[config.mk]
export PLATFORM = sky130hd
export DESIGN_NAME = shift_seq_unit_flat
export DESIGN_NICKNAME = d
export VERILOG_FILES = /design/src/rtl/shift_pkg.sv /design/src/rtl/shift_seq_unit_if.sv /design/src/rtl/shift_step.sv /design/src/rtl/shift_seq_unit.sv /design/src/flat_wrapper.sv
export SDC_FILE = /design/constraint.sdc
export NUM_CORES = 1
export LEC_CHECK = 0
export BUFFER_PORTS_ARGS = -buffer_cell sky130_fd_sc_hd__buf_2
export CAP_MARGIN = 20
export CORE_AREA = 3 3 81 83
export DETAILED_ROUTE_END_ITERATION = 10
export DIE_AREA = 0 0 84 86
export PLACE_DENSITY = 0.66
export SLEW_MARGIN = 20
export SYNTH_ARGS = -nofsm -noshare
export SYNTH_HDL_FRONTEND = slang
export SYNTH_SLANG_ARGS = --single-unit
[constraint.sdc]
create_clock -name clk -period 4.29 [get_ports clk]
set_input_delay 0.6435 -clock clk [delete_from_list [all_inputs] [get_ports clk]]
set_output_delay 0.6435 -clock clk [all_outputs]
set_load 0.05 [all_outputs]
[src/rtl/shift_pkg.sv]
// Shared definitions for the iterative shift unit: operation codes and FSM states.
package shift_pkg;

  typedef enum logic [1:0] {
    SHIFT_SRL  = 2'b00,
    SHIFT_SLL  = 2'b01,
    SHIFT_SRA  = 2'b10,
    SHIFT_PASS = 2'b11
  } shift_op_e;

  typedef enum logic [1:0] {
    S_IDLE  = 2'b00,
    S_SHIFT = 2'b01,
    S_DONE  = 2'b10
  } state_e;

endpackage

[src/rtl/shift_seq_unit_if.sv]
// Request/response bundle for shift_seq_unit; the requester holds the master modport.
interface shift_seq_unit_if #(
  parameter int unsigned XLEN = 32
) ();

  localparam int unsigned SW = $clog2(XLEN);

  logic            in_valid;
  logic            in_ready;
  logic [XLEN-1:0] a;
  logic [SW-1:0]   shamt;
  // Named op_type because "type" is a reserved word.
  logic [1:0]      op_type;
  logic            out_valid;
  logic            out_ready;
  logic [XLEN-1:0] r;
  logic            busy;

  modport master (
    output in_valid, a, shamt, op_type, out_ready,
    input  in_ready, out_valid, r, busy
  );

  modport slave (
    input  in_valid, a, shamt, op_type, out_ready,
    output in_ready, out_valid, r, busy
  );

endinterface

[src/rtl/shift_step.sv]
// Combinational partial shift of the accumulator by k (0..STEP) bits for one operation.
module shift_step
  import shift_pkg::*;
#(
  parameter int unsigned XLEN = 32,
  parameter int unsigned STEP = 1,
  localparam int unsigned KW  = $clog2(STEP + 1)
) (
  input  logic [XLEN-1:0] acc_i,
  input  logic [KW-1:0]   k_i,
  input  shift_op_e       op_i,
  output logic [XLEN-1:0] acc_o
);

  always_comb begin
    acc_o = acc_i;
    unique case (op_i)
      SHIFT_SRL:  acc_o = acc_i >> k_i;
      SHIFT_SLL:  acc_o = acc_i << k_i;
      SHIFT_SRA:  acc_o = $unsigned($signed(acc_i) >>> k_i);
      SHIFT_PASS: acc_o = acc_i;
      default:    acc_o = acc_i;
    endcase
  end

endmodule

[src/rtl/shift_seq_unit.sv]
// Iterative shifter: shifts up to STEP bits per cycle and returns the result via valid/ready.
module shift_seq_unit
  import shift_pkg::*;
#(
  parameter int unsigned XLEN = 32,
  parameter int unsigned STEP = 1
) (
  input logic               clk,
  input logic               rst_n,
  shift_seq_unit_if.slave   bus
);

  localparam int unsigned SW = $clog2(XLEN);
  localparam int unsigned KW = $clog2(STEP + 1);

  state_e          state_q, state_d;
  logic [XLEN-1:0] acc_q, acc_d;
  logic [SW-1:0]   cnt_q, cnt_d;
  shift_op_e       op_q, op_d;

  logic [KW-1:0]   k;
  logic [XLEN-1:0] acc_step;

  assign k = (cnt_q < SW'(STEP)) ? cnt_q[KW-1:0] : KW'(STEP);

  shift_step #(
    .XLEN (XLEN),
    .STEP (STEP)
  ) u_step (
    .acc_i (acc_q),
    .k_i   (k),
    .op_i  (op_q),
    .acc_o (acc_step)
  );

  always_ff @(posedge clk or negedge rst_n) begin
    if (!rst_n) begin
      state_q <= S_IDLE;
      acc_q   <= '0;
      cnt_q   <= '0;
      op_q    <= SHIFT_SRL;
    end else begin
      state_q <= state_d;
      acc_q   <= acc_d;
      cnt_q   <= cnt_d;
      op_q    <= op_d;
    end
  end

  always_comb begin
    state_d = state_q;
    unique case (state_q)
      S_IDLE: begin
        if (bus.in_valid) begin
          state_d = (bus.shamt == '0 || shift_op_e'(bus.op_type) == SHIFT_PASS) ? S_DONE
                                                                                 : S_SHIFT;
        end
      end
      // Leave on the same edge that drains the last bits, not one cycle later.
      S_SHIFT: if (cnt_q <= SW'(STEP)) state_d = S_DONE;
      S_DONE:  if (bus.out_ready) state_d = S_IDLE;
      default: state_d = S_IDLE;
    endcase
  end

  always_comb begin
    acc_d = acc_q;
    cnt_d = cnt_q;
    op_d  = op_q;
    if (state_q == S_IDLE && bus.in_valid) begin
      acc_d = bus.a;
      cnt_d = bus.shamt;
      op_d  = shift_op_e'(bus.op_type);
    end else if (state_q == S_SHIFT && cnt_q != '0) begin
      acc_d = acc_step;
      cnt_d = cnt_q - SW'(k);
    end
  end

  always_comb begin
    bus.in_ready  = (state_q == S_IDLE);
    bus.out_valid = (state_q == S_DONE);
    bus.busy      = (state_q != S_IDLE);
    bus.r         = acc_q;
  end

endmodule

[src/flat_wrapper.sv]
// flat-port wrapper written by rule: the top's interface ports become plain ports
module shift_seq_unit_flat import shift_pkg::*;
#(
  parameter int unsigned XLEN = 32,
  parameter int unsigned STEP = 1
)
  (clk, rst_n, bus_in_valid, bus_a, bus_shamt, bus_op_type, bus_out_ready, bus_in_ready, bus_out_valid, bus_r, bus_busy);
  shift_seq_unit_if #(.XLEN(XLEN)) bus_i ();
  input logic clk;
  input logic rst_n;
  input wire logic [$bits(bus_i.in_valid)-1:0] bus_in_valid;
  input wire logic [$bits(bus_i.a)-1:0] bus_a;
  input wire logic [$bits(bus_i.shamt)-1:0] bus_shamt;
  input wire logic [$bits(bus_i.op_type)-1:0] bus_op_type;
  input wire logic [$bits(bus_i.out_ready)-1:0] bus_out_ready;
  output wire logic [$bits(bus_i.in_ready)-1:0] bus_in_ready;
  output wire logic [$bits(bus_i.out_valid)-1:0] bus_out_valid;
  output wire logic [$bits(bus_i.r)-1:0] bus_r;
  output wire logic [$bits(bus_i.busy)-1:0] bus_busy;
  assign bus_i.in_valid = bus_in_valid;
  assign bus_i.a = bus_a;
  assign bus_i.shamt = bus_shamt;
  assign bus_i.op_type = bus_op_type;
  assign bus_i.out_ready = bus_out_ready;
  assign bus_in_ready = bus_i.in_ready;
  assign bus_out_valid = bus_i.out_valid;
  assign bus_r = bus_i.r;
  assign bus_busy = bus_i.busy;
  shift_seq_unit #(.XLEN(XLEN), .STEP(STEP)) u_core (.clk(clk), .rst_n(rst_n), .bus(bus_i));
endmodule
# Yosys cells after proc, flatten, opt, wreduce, memory -nomap -nowiden

Cells that the tools add are included.

Flip-flop bits (word level): 41
Bits of input ports: 43
Output and inout bits: 35
Logic and storage cells: 42

Add/subtract/negate cells: 1
Magnitude comparators: 2
Equality and inequality tests: 10
Shift operators: 3
Mux-type cells: 11
Reductions and logical operators: 11

Operators with widths:

| cell                                                            | number |
|---|---|
| one-hot mux 32 bit (3 select lines)                             | 1 |
| two-way mux 32 bit                                              | 2 |
| left shift 32 x 1 -> 32 bit                                     | 1 |
| >> shifter 32 x 1 -> 32 bit                                     | 1 |
| >>> shifter 32 x 1 -> 32 bit                                    | 1 |
| two-way mux 5 bit                                               | 2 |
| equality test 2 bit (second input constant)                     | 4 |
| two-way mux 2 bit                                               | 4 |
| one-hot mux 2 bit (3 select lines)                              | 1 |
| less-or-equal comparator 5 x 1 -> 1 bit (second input constant) | 1 |
| zero test 5 bit                                                 | 1 |
| less-than comparator 5 x 1 -> 1 bit (second input constant)     | 1 |
| nonzero test 5 bit                                              | 1 |
| subtractor 5 x 1 -> 5 bit                                       | 1 |
| equality test 2 x 1 -> 1 bit (second input constant)            | 2 |
| zero test 2 bit                                                 | 2 |
| != test 2 x 1 -> 1 bit (second input constant)                  | 2 |
| != test 2 bit (second input constant)                           | 2 |
| nonzero test 2 bit                                              | 2 |
| AND reduction 3 bit                                             | 1 |
| logical AND 1 bit                                               | 2 |
| AND reduction 2 bit                                             | 1 |
| logical OR 1 bit                                                | 1 |
| two-way mux 1 bit                                               | 1 |

# Longest topological paths before layout

Word-level depth: 6
Depth in mapped cells: 7

# Modules after synthesis

From an unflattened synthesis, not the netlist that was laid out.

Cells, all modules: 277
Area, all modules: 2985.4 sq um

Modules (own cells, without submodules):

| module         | instances | cells an instance | area an instance (sq um) | sequential area each (sq um) |
|---|---|---|---|---|
| shift_seq_unit | 1         | 165               | 2317.2                   | 1026.0 |
| shift_step     | 1         | 112               | 668.1                    | 0.0 |

# Worst setup path before layout

Ideal clock, no wire load.

Path kind: reg2out
Start point: register u_core.state_q[0]
End point: output port bus_busy
Arrival time: 1.344 ns
Required time: 3.647 ns
Path slack: 2.303 ns
Cell stages (with the launch flop): 3
Buffers on the path: 0
Cells stage by stage: dfrtp_1 nor2_2 inv_1

Word-level cells in the longest chain between the ends: 1

Ends and longest elaborated chain:

| what                   | RTL line             | source |
|---|---|---|
| start, declared        | shift_seq_unit.sv:16 | `state_e state_q, state_d;` |
| start signal, assigned | shift_seq_unit.sv:43 | `state_q <= state_d;` |
| nonzero test 2 bit     | shift_seq_unit.sv:83 | `bus.busy = (state_q != S_IDLE);` |
| end, declared          | flat_wrapper.sv:19   | `output wire logic [$bits(bus_i.busy)-1:0] bus_busy;` |

Every way passes these cells.

# Worst setup path in the final report

Start point: register u_core.cnt_q[2]
End point: register u_core.acc_q[22] (netlist: u_core.bus.r[22])

Word-level cells in the longest chain between the ends: 6
Elaborated cells between the ends (all ways): 12
Classes of those cells: order compare: 1; shift: 3; mux: 4; reduce/logical: 4

Ends and longest elaborated chain:

| what                                                       | RTL line             | source |
|---|---|---|
| start, declared                                            | shift_seq_unit.sv:18 | `logic [SW-1:0] cnt_q, cnt_d;` |
| start signal, assigned                                     | shift_seq_unit.sv:45 | `cnt_q <= cnt_d;` |
| less-than comparator 5 x 1 -> 1 bit                        | shift_seq_unit.sv:24 | `assign k = (cnt_q < SW'(STEP)) ? cnt_q[KW-1:0] : KW'(STEP);` |
| two-way mux 1 bit                                          | shift_seq_unit.sv:24 |  |
| >>> shifter 32 x 1 -> 32 bit, or another cell as far along | shift_step.sv:20     | `SHIFT_SRA: acc_o = $unsigned($signed(acc_i) >>> k_i);` |
| one-hot mux 32 bit (3 select lines)                        | shift_step.sv:17     | `unique case (op_i)` |
| two-way mux 32 bit                                         | shift_seq_unit.sv:74 | `end else if (state_q == S_SHIFT && cnt_q != '0) begin` |
| two-way mux 32 bit                                         | shift_seq_unit.sv:70 | `if (state_q == S_IDLE && bus.in_valid) begin` |
| end signal, assigned                                       | shift_seq_unit.sv:39 | `acc_q <= '0;` |
| end signal, assigned                                       | shift_seq_unit.sv:44 | `acc_q <= acc_d;` |
| end, declared                                              | shift_seq_unit.sv:17 | `logic [XLEN-1:0] acc_q, acc_d;` |

Parallel ways exist; a longest one is shown, timed or not. The select of a mux whose other input is x is not followed.
A chain may end at the register's enable or synchronous reset.

==> metrics.md <==
| Metric | Value |
|---|---|
| Diode count | 0 |
| CTS Buffer Depth | 2 |
| Io pins | 78 |
| Simple-gate area share of the yosys netlist | 0.205 |
| Global-route wire length before repair | 10400 um |
| Area of the multi-input gates | 0.00138 mm2 |
| Root buf cell | clkbuf_8 |
| Fill cell count | 590 |
| Layout Skew | 0.00808 ns |
| Cell area power density | 977 mW/mm2 |
| WP buf/inv | 1 |
| EDFF count, synth | 0 |
| CTS resizes | 0 |
| Max-Cap Viols | 0 |
| Highest ir drop seen on vdd | 574 uV |
| Commonest non-fill, non-tap cells in the layout | buf_2, dfrtp_1, nand2_1, a22oi_1, o211ai_2 |
| Worst path arrival time | 2.63 ns |
| Min-delay worst type | primary input to asynchronous set/reset pin |
| Startpoint Class | flip-flop |
| Critical-path cell list | nor3_2, a211o_2, buf_4, nand3_1, o211ai_2 |
| Worst Max-Slew Pin Slew | 0.929 ns |
| Compound-Gate Fraction of Synth Area | 0.300 |
| Final Max Slew Viols | 0 |
| Largest net degree at the start of global routing | 42 |
| Top fanout value on the critical path | 33 |
| Syn_nets | 294 |
| CTS sink count | 41 |
| 1st-iter DRT viols | 135 |
| Hpwl dp | 4340 um |
| Synth Area in XOR/XNOR | 0 |
| Hold slack | 0.476 ns |
| Gr usage total | 0.175 |
| Crit-path leading delay family | compound AO/OA/AOI/OAI gates |
| Gpl congestion | 0.759 |
| CTS tree | done |
| Critical path data required time | 4.51 ns |
| Status | finished clean |
| Count of final setup violators | 0 |
| RSZ-0062 raised after global routing | no |
| Routed Antenna Nets | 0 |
| Port bufs | 77 |
| CTS Buf Count | 5 |
| Drt wl/cell | 16.3 um |
| # nets final | 358 |
| Mapped Cells | 247 |
| Adder-cell area share of the yosys netlist | 0.0193 |
| Most used DFF post-synth | dfrtp_1 |
| Mapped cell area | 0.00259 mm2 |
| Clock Latency Late Sink | 0.30 ns |
| Sequential area share after synthesis | 0.396 |
| DIE WIDTH | 84 um |
| Synth-to-layout area growth | 16.6% |
| Area share of the largest cell type after synthesis | 0.396 |
| Share of layout cells above drive strength 1 | 0.474 |
| Register bit total from synthesis | 41 |
| Leakage | 0.00143 uW |
| Residual DRC | 0 |
| H-tree depth | 2 |
| Power, Total | 2950 uW |
| CTS Hold Bufs | 0 |
| Fmax | 415 MHz |
| Cell taking the most area after synthesis | dfrtp_1 |
| Synth area leaders | dfrtp_1, o211ai_2, a22oi_1 |
| Cell row count | 28 |
| Post-Syn Area per Cell | 10.5 um2 |
| Die Ht | 86 um |
| WL final | 6320 um |
| Final Hold Violating Endpoints | 0 |
| Initial antenna violation count | 0 |
| Die area | 0.00722 mm2 |
| Max incr delay on CP | 0.69 ns |
| Fin util | 0.510 |
| Setup TNS | 0 ns |
| Final Cycle Share | 0.562 |
| Post-CTS Setup Bufs | 0 |
| Post-layout min period | 2.41 ns |
| Number of global-route vias before repair | 2149 |
| Sequential cell area | 0.00103 mm2 |
| First-pass DRT Iterations | 4 |
| Multiplexer area fraction after synthesis | 0.00386 |
| Max_slew headroom | 0.380 |
| Routed vias/inst | 5.69 |
| Crit path kind | flip-flop to flip-flop |
| Largest family of logic cells by synthesized area | compound AO/OA/AOI/OAI gates |
| Worst Setup End Kind | flip-flop |
| Starting density of the core | 0.438 |
| Grt total ovfl | 0 |
| Clock slew at reported path FFs | 0.08 ns |
| Distinct cells, synth | 41 |
| Core area | 0.00592 mm2 |
| Asr flop ratio synth | 1.00 |
| DR vias | 2202 |
| CP max stage cell | a211o_2 |
| Commonest non-fill, non-tap cell in the layout | buf_2 |
| Synth Warn # | 0 |
==> where the power goes <==
part	leakage, uW	switching, uW	internal [uW]
Clock	0.0000542	139	146
Sequential	0.000508	233	576
Combinational	0.000868	1300	560
Total	0.00143	1670	1280
==> layout make-up <==
type                       instances  area share
timing repair buffer              79       0.133
multi-input combinational        178       0.456
inverter                           6     0.00745
clock inverter                     1     0.00166
tap                               75      0.0311
sequential                        41       0.340
clock buffer                       7      0.0319
==> cells in the mapped netlist (5+ instances only) <==
cell type and n:
nor2_1 5, nand3_2 20, nand3_1 13, dfrtp_1 41
nand2_1 40, clkbuf_1 8, o211ai_2 31, a22oi_1 31
buf_8 5, inv_1 6, buf_2 5
==> kinds of logic (layout without fill, tap and decap cells) <==
family / after synthesis / after routing
muxes: 1 / 1
buffers and inverters: 28 / 93
DFF: 41 / 41
AOI/OAI and AO/OA: 82 / 82
adders and majority gates: 4 / 4
and+or+nand+nor: 91 / 91
==> routing by layer <==
metal  vias up  wire (um)  GRT usage
met3         4        371     0.0442
li1       1054          -          -
met1      1081       2800      0.230
met5         -          0          0
met4         0         52     0.0439
met2        63       3090      0.291
==> registers in the layout, summed over array words and instances (netlist names) <==
name / cells
u_core.bus.r: 32
u_core.cnt_q: 5
u_core.op_q: 2
u_core.state_q: 2
==> worst paths after layout <==
check / from / end / slack, ns / depth (start not counted)
min in group clk: bus_a[14] / u_core.bus.r[14]$_DFFE_PN0P_ / 0.55 / 3
max in group asynchronous: rst_n / u_core.bus.r[28]$_DFFE_PN0P_ / 3.24 / 1
worst min-delay path: rst_n / u_core.bus.r[14]$_DFFE_PN0P_ / 0.48 / 1
worst max-delay path: u_core.cnt_q[2]$_DFFE_PN0P_ / u_core.bus.r[22]$_DFFE_PN0P_ / 1.88 / 5
worst max register to register: u_core.cnt_q[2]$_DFFE_PN0P_ / u_core.bus.r[22]$_DFFE_PN0P_ / 1.88 / 5
worst min register to register: u_core.cnt_q[0]$_DFFE_PN0P_ / u_core.cnt_q[0]$_DFFE_PN0P_ / 0.58 / 1
==> through the flow <==
step	setup WS (ns)	instance area, um2	instances
4_1_cts	1.89	3020	387
5_1_grt	1.70	3020	387
3_5_place_dp	1.91	2920	379
3_3_place_gp	1.99	2920	379
2_1_floorplan	2.30	2590	247
6_report	1.88	3020	387
No activity file was read; power rests on OpenSTA's default activity.
